==> src/rtl/pwm_pkg.sv <==
// Shared types and default widths for the PWM sequencing controller.
package pwm_pkg;

    localparam int DEF_CNT_W = 16;
    localparam int DEF_PSC_W = 8;
    localparam int DEF_REP_W = 8;

    typedef enum logic [1:0] {
        IDLE,
        ARM,
        RUN,
        STOPPING
    } pwm_state_e;

    typedef struct packed {
        logic [DEF_CNT_W-1:0] period;
        logic [DEF_PSC_W-1:0] prescale;
        logic                 upnotdown;
    } pwm_cfg_t;

endpackage

==> src/rtl/pwm_wrap_det.sv <==
// Counter wrap detector: compares the live count against last cycle's count.
module pwm_wrap_det
    import pwm_pkg::*;
#(
    parameter int CNT_W = DEF_CNT_W
) (
    input  logic             clk,
    input  logic             rst_n,
    input  logic [CNT_W-1:0] count_val_i,
    input  logic [CNT_W-1:0] period_i,
    input  logic             upnotdown_i,
    input  logic             clear_i,
    output logic             wrap_o
);

    logic [CNT_W-1:0] prev_q;

    // Track the counter's synchronous clear so a stale pre-run value never
    // looks like a wrap on the first running cycle.
    always_ff @(posedge clk or negedge rst_n) begin
        if (!rst_n) begin
            prev_q <= '0;
        end else begin
            prev_q <= clear_i ? '0 : count_val_i;
        end
    end

    assign wrap_o = (prev_q != count_val_i) &&
                    (upnotdown_i ? (count_val_i == '0) : (count_val_i == period_i));

endmodule

==> src/rtl/pwm_seq_ctrl.sv <==
// PWM sequencing controller: double-buffered config committed at wrap,
// start / run-N-periods / stop sequencing with period and done events.
//
// state    | meaning
// IDLE     | counter disabled, waiting for start
// ARM      | one-cycle synchronous clear of the counter
// RUN      | counting, rep counter active
// STOPPING | counting until the next counted wrap; second stop aborts
module pwm_seq_ctrl
    import pwm_pkg::*;
#(
    parameter int CNT_W = DEF_CNT_W,
    parameter int PSC_W = DEF_PSC_W,
    parameter int REP_W = DEF_REP_W
) (
    input  logic             clk,
    input  logic             rst_n,
    input  logic [CNT_W-1:0] cfg_period,
    input  logic [PSC_W-1:0] cfg_prescale,
    input  logic             cfg_upnotdown,
    input  logic [REP_W-1:0] cfg_reps,
    input  logic             cfg_wr,
    input  logic             start,
    input  logic             stop,
    input  logic [CNT_W-1:0] count_val,
    output logic [CNT_W-1:0] cnt_period,
    output logic [PSC_W-1:0] cnt_prescale,
    output logic             cnt_upnotdown,
    output logic             cnt_en,
    output logic             cnt_reset,
    output logic             busy,
    output logic             pending,
    output logic             period_evt,
    output logic             done
);

    pwm_state_e       state_q;
    pwm_cfg_t         active_q;
    pwm_cfg_t         shadow_q;
    logic             pending_q;
    logic [REP_W-1:0] rep_q;
    logic             primed_q;
    logic             en_q;
    logic             clr_q;
    logic             evt_q;
    logic             done_q;

    logic wrap;
    logic running;
    logic zero_per;
    logic counted;
    logic do_commit;
    logic finish;

    pwm_wrap_det #(.CNT_W(CNT_W)) u_wrap_det (
        .clk         (clk),
        .rst_n       (rst_n),
        .count_val_i (count_val),
        .period_i    (active_q.period),
        .upnotdown_i (active_q.upnotdown),
        .clear_i     (clr_q),
        .wrap_o      (wrap)
    );

    assign running   = (state_q == RUN) || (state_q == STOPPING);
    assign zero_per  = (active_q.period == '0);
    assign counted   = running && wrap && primed_q && !zero_per;
    // A zero period never wraps, so a pending commit must not wait for one.
    assign do_commit = pending_q && (counted || (running && zero_per));
    assign finish    = running &&
                       ((counted && ((state_q == STOPPING) || (rep_q == REP_W'(1)))) ||
                        (stop && ((state_q == STOPPING) || zero_per)));

    always_ff @(posedge clk or negedge rst_n) begin
        if (!rst_n) begin
            state_q   <= IDLE;
            active_q  <= '{period: '0, prescale: '0, upnotdown: 1'b1};
            shadow_q  <= '0;
            pending_q <= 1'b0;
            rep_q     <= '0;
            primed_q  <= 1'b0;
            en_q      <= 1'b0;
            clr_q     <= 1'b0;
            evt_q     <= 1'b0;
            done_q    <= 1'b0;
        end else begin
            evt_q  <= 1'b0;
            done_q <= 1'b0;
            clr_q  <= 1'b0;
            case (state_q)
                IDLE: begin
                    if (start) begin
                        active_q  <= shadow_q;
                        pending_q <= 1'b0;
                        rep_q     <= cfg_reps;
                        primed_q  <= shadow_q.upnotdown;
                        clr_q     <= 1'b1;
                        state_q   <= ARM;
                    end
                end
                ARM: begin
                    en_q    <= 1'b1;
                    state_q <= RUN;
                end
                RUN, STOPPING: begin
                    if (counted) begin
                        evt_q <= 1'b1;
                    end
                    if (counted && (rep_q > REP_W'(1))) begin
                        rep_q <= rep_q - REP_W'(1);
                    end
                    if (wrap && !primed_q) begin
                        primed_q <= 1'b1;
                    end
                    if (do_commit) begin
                        active_q  <= shadow_q;
                        pending_q <= 1'b0;
                    end
                    if (finish) begin
                        state_q <= IDLE;
                        en_q    <= 1'b0;
                        done_q  <= 1'b1;
                    end else if (stop && (state_q == RUN)) begin
                        state_q <= STOPPING;
                    end
                end
                default: state_q <= IDLE;
            endcase
            // Placed last so a coincident write keeps pending set over a commit.
            if (cfg_wr) begin
                shadow_q  <= '{period: cfg_period, prescale: cfg_prescale,
                               upnotdown: cfg_upnotdown};
                pending_q <= 1'b1;
            end
        end
    end

    assign cnt_period    = active_q.period;
    assign cnt_prescale  = active_q.prescale;
    assign cnt_upnotdown = active_q.upnotdown;
    assign cnt_en        = en_q;
    assign cnt_reset     = clr_q;
    assign busy          = (state_q != IDLE);
    assign pending       = pending_q;
    assign period_evt    = evt_q;
    assign done          = done_q;

endmodule

==> config.mk <==
export PLATFORM = sky130hd
export DESIGN_NAME = pwm_seq_ctrl
export DESIGN_NICKNAME = d
export VERILOG_FILES = /design/src/rtl/pwm_pkg.sv /design/src/rtl/pwm_wrap_det.sv /design/src/rtl/pwm_seq_ctrl.sv
export SDC_FILE = /design/constraint.sdc
export NUM_CORES = 1
export LEC_CHECK = 0
export ABC_AREA = 0
export CORE_MARGIN = 2
export CORE_UTILIZATION = 51
export DETAILED_ROUTE_END_ITERATION = 8
export GPL_ROUTABILITY_DRIVEN = 0
export GPL_TIMING_DRIVEN = 0
export PLACE_DENSITY_LB_ADDON = 0.12
export SYNTH_ARGS = -nofsm -noshare
export SYNTH_HDL_FRONTEND = slang
export SYNTH_SLANG_ARGS = --single-unit
export TNS_END_PERCENT = 100
==> constraint.sdc <==
create_clock -name clk -period 2.6 [get_ports clk]
set_input_delay 0.26 -clock clk [delete_from_list [all_inputs] [get_ports clk]]
set_output_delay 0.26 -clock clk [all_outputs]
set_load 0.02 [all_outputs]
==> run summary, run 1 <==
CP Data Required Time: 2.85 ns
Critical path launch point type: primary input
Worst slew pin tran: 0.613 ns
Worst VDD drop: 695 uV
Wirelength per Cell: 16.6 um
Fin. Hold Viols: 0
Syn-to-layout area delta: 31.4%
Run status: completed
Critical-path cell list: clkdlybuf4s50_1, xor2_1, nor4_1, nand4_1, nor2b_4, a31oi_4, buf_6, mux2_2
DR pass1 iterations: 4
Synth Instances: 321
Clock slew at reported path FFs: 0.09 ns
Wirelength, routed: 8660 um
Setup slack at placement: -0.400 ns
Synth Warn #: 0
Number of global-route vias before repair: 2956
CP max stage delay: 0.51 ns
Slew HR: 0.591
Final min period: 2.40 ns
Lkg Pwr: 0.00211 uW
Antenna violations before repair: 0
Final period utilization: 0.924
Max cap viols: 0
Max H-tree Level: 3
CP arrival: 2.65 ns
FP Rows: 31
Port Buffers: 83
Core area: 7290 um^2
Final setup fails: 0
Ant diodes: 0
Num CTS Buffers: 9
Final clock skew: 0.0113 ns
Placed cells: 504
First-pass GRT wire length: 14600 um
CP Buf/Inv Count: 2
Main synth FF type: dfrtp_1
Peak Freq: 416 MHz
Delay-heaviest family, CP: simple AND/OR/NAND/NOR gates
Root Driver: clkbuf_8
Synth top area share: 0.527
Avg Vias per Cell: 5.47
RSZ-0062 raised after global routing: no
Layout cells sized above 1: 0.173
Number of synthesized flops with an enable pin: 0
Critical path class: in -> reg
Die height: 90.9 um
Clk_lat worst skew: 0.37 ns
HP Class: in -> async
Top cells by area, synth: dfrtp_1, mux2_2, xnor2_1
Layout Nets: 474
Synth Net Count: 377
CTS tree: done
Fill cell count: 591
DR iter-0 viols: 203
Flip-flop and latch count after synthesis: 82
Die area: 8260 um^2
Post-synthesis sequential area ratio: 0.533
Critical path capture point type: flop
Slowest CP cell: clkdlybuf4s50_1
Mapped cell area: 3850 um^2
Vias: 2857
Final non-filler cell total: 522
Synth Area per Inst: 12.0 um^2
Hpwl dp: 6350 um
Hold WS: 0.314 ns
Initial Util: 0.528
Count leader, synth: dfrtp_1
Final global-route overflow total: 0
Finished Core Util: 0.693
Slew Limit Fails: 0
Synth area leader: dfrtp_1
Setup ws final: 0.197 ns
PwrDens: 987 nW/um^2
Critical-path maximum fanout: 10
Asr flop ratio synth: 1.00
IO Pins: 85
Horiz. Die Dim: 90.9 um
Post-route ant nets: 0
Largest net degree at the start of global routing: 62
Clk buf depth: 2
Unique masters post-synth: 43
DRC Markers: 0
Commonest cells post-synth: dfrtp_1, mux2_2, nor2_1
# clock sinks: 82
All-Layer GR Usage: 0.227
==> worst register-to-register path: stages (launching register included) <==
cell,delay [ns]
dfrtp_1,0.38
xor2_1,0.14
nor4_1,0.33
nand4_1,0.23
nor2b_4,0.19
a31oi_4,0.35
buf_6,0.23
mux2_2,0.34
==> cells by family (layout without fill, tap and decap cells) <==
family / Yosys count / after routing / share of synthesized area
buffers and inverters: 20 / 122 / 0.0254
flip-flops: 82 / 82 / 0.533
AO/OA/AOI/OAI: 24 / 24 / 0.0549
multiplexers: 52 / 52 / 0.151
XOR/XNOR: 32 / 32 / 0.0728
adder cells (fa/ha/maj): 2 / 2 / 0.00650
AND/OR/NAND/NOR: 109 / 109 / 0.155
==> power breakdown <==
| part | switching, uW | internal (uW) | leakage, uW |
|---|---|---|---|
| combinational | 959 | 1020 | 0.00105 |
| clock | 500 | 480 | 0.000103 |
| sequential | 382 | 1650 | 0.000960 |
| total | 1840 | 3150 | 0.00211 |
==> path summary, 6_finish.rpt <==
kind	start	to	slack (ns)	cells past startpoint
worst max-delay path	count_val[15]	cnt_period[15]$_DFFE_PN0P_	0.20	8
worst min-delay path	rst_n	u_wrap_det.prev_q[5]$_DFF_PN0_	0.31	2
worst max register to register	u_wrap_det.prev_q[1]$_DFF_PN0_	cnt_period[15]$_DFFE_PN0P_	0.29	7
worst min register to register	shadow_q[20]$_DFFE_PN0P_	cnt_period[11]$_DFFE_PN0P_	0.49	1
max in group asynchronous	rst_n	cnt_upnotdown$_DFFE_PN1P_	1.66	3
min in group clk	cfg_wr	shadow_q[4]$_DFFE_PN0P_	0.39	2
==> routing by layer <==
layer,vias up,GRT usage,part of all wire
met3,11,0.0785,0.063
met4,0,0.0720,0.014
met2,73,0.350,0.47
li1,1350,-,-
met1,1423,0.304,0.46
met5,-,0,0
==> flip-flops by register name, summed over array words and instances, names as in the netlist <==
| name | cells |
|---|---|
| period_evt | 1 |
| cnt_reset | 1 |
| u_wrap_det.prev_q | 16 |
| done | 1 |
| pending | 1 |
| cnt_upnotdown | 1 |
| rep_q | 8 |
| cnt_en | 1 |
| state_q | 2 |
| cnt_prescale | 8 |
| primed_q | 1 |
| cnt_period | 16 |
| shadow_q | 25 |
==> layout by cell type, fill, tap and decap left out, types with 6 or more instances in the layout <==
cell type | Yosys | final
clkbuf_1 | 7 | 7
clkbuf_8 | 0 | 10
clkdlybuf4s50_1 | 0 | 82
dfrtp_1 | 81 | 81
inv_1 | 8 | 8
mux2_2 | 46 | 46
nand2_1 | 16 | 16
nand3_1 | 10 | 10
nand4_1 | 10 | 10
nor2_1 | 19 | 19
nor2b_1 | 17 | 17
nor3_1 | 6 | 6
nor4_1 | 18 | 18
xnor2_1 | 16 | 16
xor2_1 | 16 | 16
==> stage by stage <==
step	power [uW]	cell area (um^2)	TNS [ns]
after global routing	5300	5060	0
final	4990	5060	0
after detailed placement	4030	4830	-8.70
after global placement	3980	4800	-133.28
after CTS	5020	5060	0
after floorplan	3170	3850	0
==> repair_timing <==
item | in CTS | in global routing
resized for setup | 0 | 0
buffers inserted | 1 | 0
hold buffers | 1 | 0
endpoints found under the hold margin | 21 | 0
endpoints found under the setup margin | 6 | 0
==> layout make-up <==
type                    count  area (um^2)  share of cell area
repair buffers             86          873               0.173
flip-flops and latches     82         2050               0.406
clock buffers              10          138              0.0272
clock inverters             6         72.6              0.0144
well taps                  99          124              0.0245
plain buffers              11         63.8              0.0126
multi-input cells         219         1700               0.336
inverters                   9         33.8             0.00668
(Power assumes the default switching activity.)
==> inputs of run 2 (changes only) <==
Settings changed: GPL_TIMING_DRIVEN 0 to unset.
==> run 2 against run 1 <==
Core utilization grew 0.62 points. Non-clock buffer count grew 2. Fmax grew 7.3%. Highest routed layer unchanged. Critical path type is now reg -> reg. Critical path depth shrank 1. Clock skew is essentially flat. Sequential share of layout area shrank 0.36 points. Power grew 1.6%. Critical endpoint is now rep_q[4]$_DFFE_PN0P_. Via count shrank 1.3%. First-iteration DRC count shrank 36%.
==> run summary, run 2 (synthesis gave the netlist of run 1 again) <==
Critical path capture point type: flop (unchanged)
DR pass1 iterations: 6 (was 4)
FF-to-FF End: rep_q[4]$_DFFE_PN0P_ (was cnt_period[15]$_DFFE_PN0P_)
First-pass GRT wire length: 14300 um (was 14600 um)
Wirelength, routed: 8620 um (was 8660 um)
Largest net degree at the start of global routing: 51 (was 62)
Post-route ant nets: 0 (unchanged)
Critical path class: reg -> reg (was in -> reg)
Setup ws final: 0.361 ns (was 0.197 ns)
# clock sinks: 82 (unchanged)
Hpwl dp: 6260 um (was 6350 um)
RSZ-0062 raised after global routing: no (unchanged)
Critical path launch point type: flop (was primary input)
Fin. Hold Viols: 0 (unchanged)
Final setup fails: 0 (unchanged)
CTS resizes: 0 (unchanged)
All-Layer GR Usage: 0.219 (was 0.227)
Slew Limit Fails: 0 (unchanged)
Worst slew pin tran: 0.667 ns (was 0.613 ns)
Layout cells sized above 1: 0.191 (was 0.173)
Avg Vias per Cell: 5.39 (was 5.47)
Run status: completed (unchanged)
Largest Register: shadow_q (unchanged)
Vias: 2821 (was 2857)
Launch point of the worst reg-to-reg path: cnt_period[15]$_DFFE_PN0P_ (was u_wrap_det.prev_q[1]$_DFF_PN0_)
Slew HR: 0.556 (was 0.591)
Final clock skew: 0.0113 ns (about the same)
Placed cells: 507 (was 504)
DRC Markers: 0 (unchanged)
R2R Setup Slk: 0.36 ns (was 0.29 ns)
Clk_lat worst skew: 0.35 ns (was 0.37 ns)
Ant diodes: 0 (unchanged)
Layout Nets: 476 (was 474)
Num CTS Buffers: 9 (unchanged)
Worst setup path endpoint: rep_q[4]$_DFFE_PN0P_ (was cnt_period[15]$_DFFE_PN0P_)
Final min period: 2.24 ns (was 2.40 ns)
Clk buf depth: 2 (unchanged)
Crit path from: cnt_period[15]$_DFFE_PN0P_ (was count_val[15])
Placed standard-cell area: 4880 um^2 (was 4830 um^2)
FP Rows: 31 (unchanged)
Syn-to-layout area delta: 32.5% (was 31.4%)
Number of flip-flops in the largest register: 25 (unchanged)
Wirelength per Cell: 16.5 um (was 16.6 um)
Peak Freq: 447 MHz (was 416 MHz)
Max cap viols: 0 (unchanged)
Max H-tree Level: 3 (unchanged)
Antenna violations before repair: 0 (unchanged)
Die area: 8260 um^2 (unchanged)
# Post-CTS Setup Buffers: 0 (was 1)
Lkg Pwr: 0.00215 uW (was 0.00211 uW)
Worst VDD drop: 579 uV (was 695 uV)
Commonest non-fill, non-tap cell in the layout: clkdlybuf4s50_1 (unchanged)
R2R cell count: 7 (unchanged)
Die height: 90.9 um (unchanged)
Horiz. Die Dim: 90.9 um (unchanged)
Final global-route overflow total: 0 (unchanged)
Final non-filler cell total: 523 (was 522)
CTS tree: done (unchanged)
CTS Hold Bufs: 1 (unchanged)
HP Class: in -> async (unchanged)
Port Buffers: 84 (was 83)
Root Driver: clkbuf_8 (unchanged)
Final Cell Area: 5100 um^2 (was 5060 um^2)
Initial Util: 0.528 (unchanged)
PwrDens: 994 nW/um^2 (was 987 nW/um^2)
Core area: 7290 um^2 (unchanged)
CP arrival: 2.50 ns (was 2.65 ns)
Clock slew at reported path FFs: 0.08 ns (was 0.09 ns)
Critical-path maximum fanout: 13 (was 10)
Setup slack at placement: 0.00577 ns (was -0.400 ns)
Most frequent cells in the layout: clkdlybuf4s50_1, dfrtp_1, mux2_2, nor2_1, nor4_1 (unchanged)
Final period utilization: 0.861 (was 0.924)
IO Pins: 85 (unchanged)
CP Data Required Time: 2.86 ns (was 2.85 ns)
Number of global-route vias before repair: 2930 (was 2956)
DR iter-0 viols: 130 (was 203)
TNS Setup: 0 ns (unchanged)
==> run 2: cell count changes in the layout (fill, tap and decap cells not counted), sizes merged <==
cell / change
clkdlybuf4s50: +1
bufinv: +1
clkbuf: -8
buf: +8
clkinv: -1
==> run 2: power breakdown <==
group	switching, uW	internal, uW	total, uW
clock	460	540	1000
sequential	400	1650	2050
combinational	959	1060	2020
==> run 2: layout make-up <==
type	count	area [um^2]
fill	586	2190
timing repair buffer	99	978
clock buffer	9	124
sequential	82	2050
multi-input combinational	219	1700
inverter	9	33.8
tap	99	124
clock inverter	6	90.1
==> run 2: routing by layer <==
layer | track usage | routed length, um | up-vias
met5 | 0 | 0 | -
met4 | 0.0745 | 154 | 0
met3 | 0.0718 | 567 | 18
met2 | 0.335 | 3980 | 83
met1 | 0.297 | 3920 | 1384
li1 | - | - | 1336
==> run 2: how the worst min path moves through the flow <==
stage | from | endpoint | slack (ns)
final | rst_n | u_wrap_det.prev_q[7]$_DFF_PN0_ | 0.48
after global routing | cfg_period[13] | shadow_q[22]$_DFFE_PN0P_ | 0.49
after CTS | rst_n | shadow_q[14]$_DFFE_PN0P_ | 0.49
after detailed placement | rst_n | u_wrap_det.prev_q[7]$_DFF_PN0_ | 0.34
after global placement | rst_n | u_wrap_det.prev_q[5]$_DFF_PN0_ | 0.34
after floorplan | rst_n | cnt_en$_DFFE_PN0P_ | -0.04
==> run 2: metrics by stage <==
step / total power, uW / util / hold slack [ns]
after floorplan: 3170 / - / -0.0356
after global placement: 4040 / 0.669 / 0.340
after detailed placement: 4090 / 0.669 / 0.337
after CTS: 5110 / 0.700 / 0.491
after global routing: 5370 / 0.700 / 0.492
final: 5070 / 0.700 / 0.476
==> run 2: critical path: stages (launching register included) <==
cell and delay [ns]:
dfrtp_1 0.46, xnor2_1 0.17, nand4_1 0.21, o41ai_4 0.42
nand4_2 0.14, buf_4 0.20, o41a_1 0.41, nor3_1 0.14
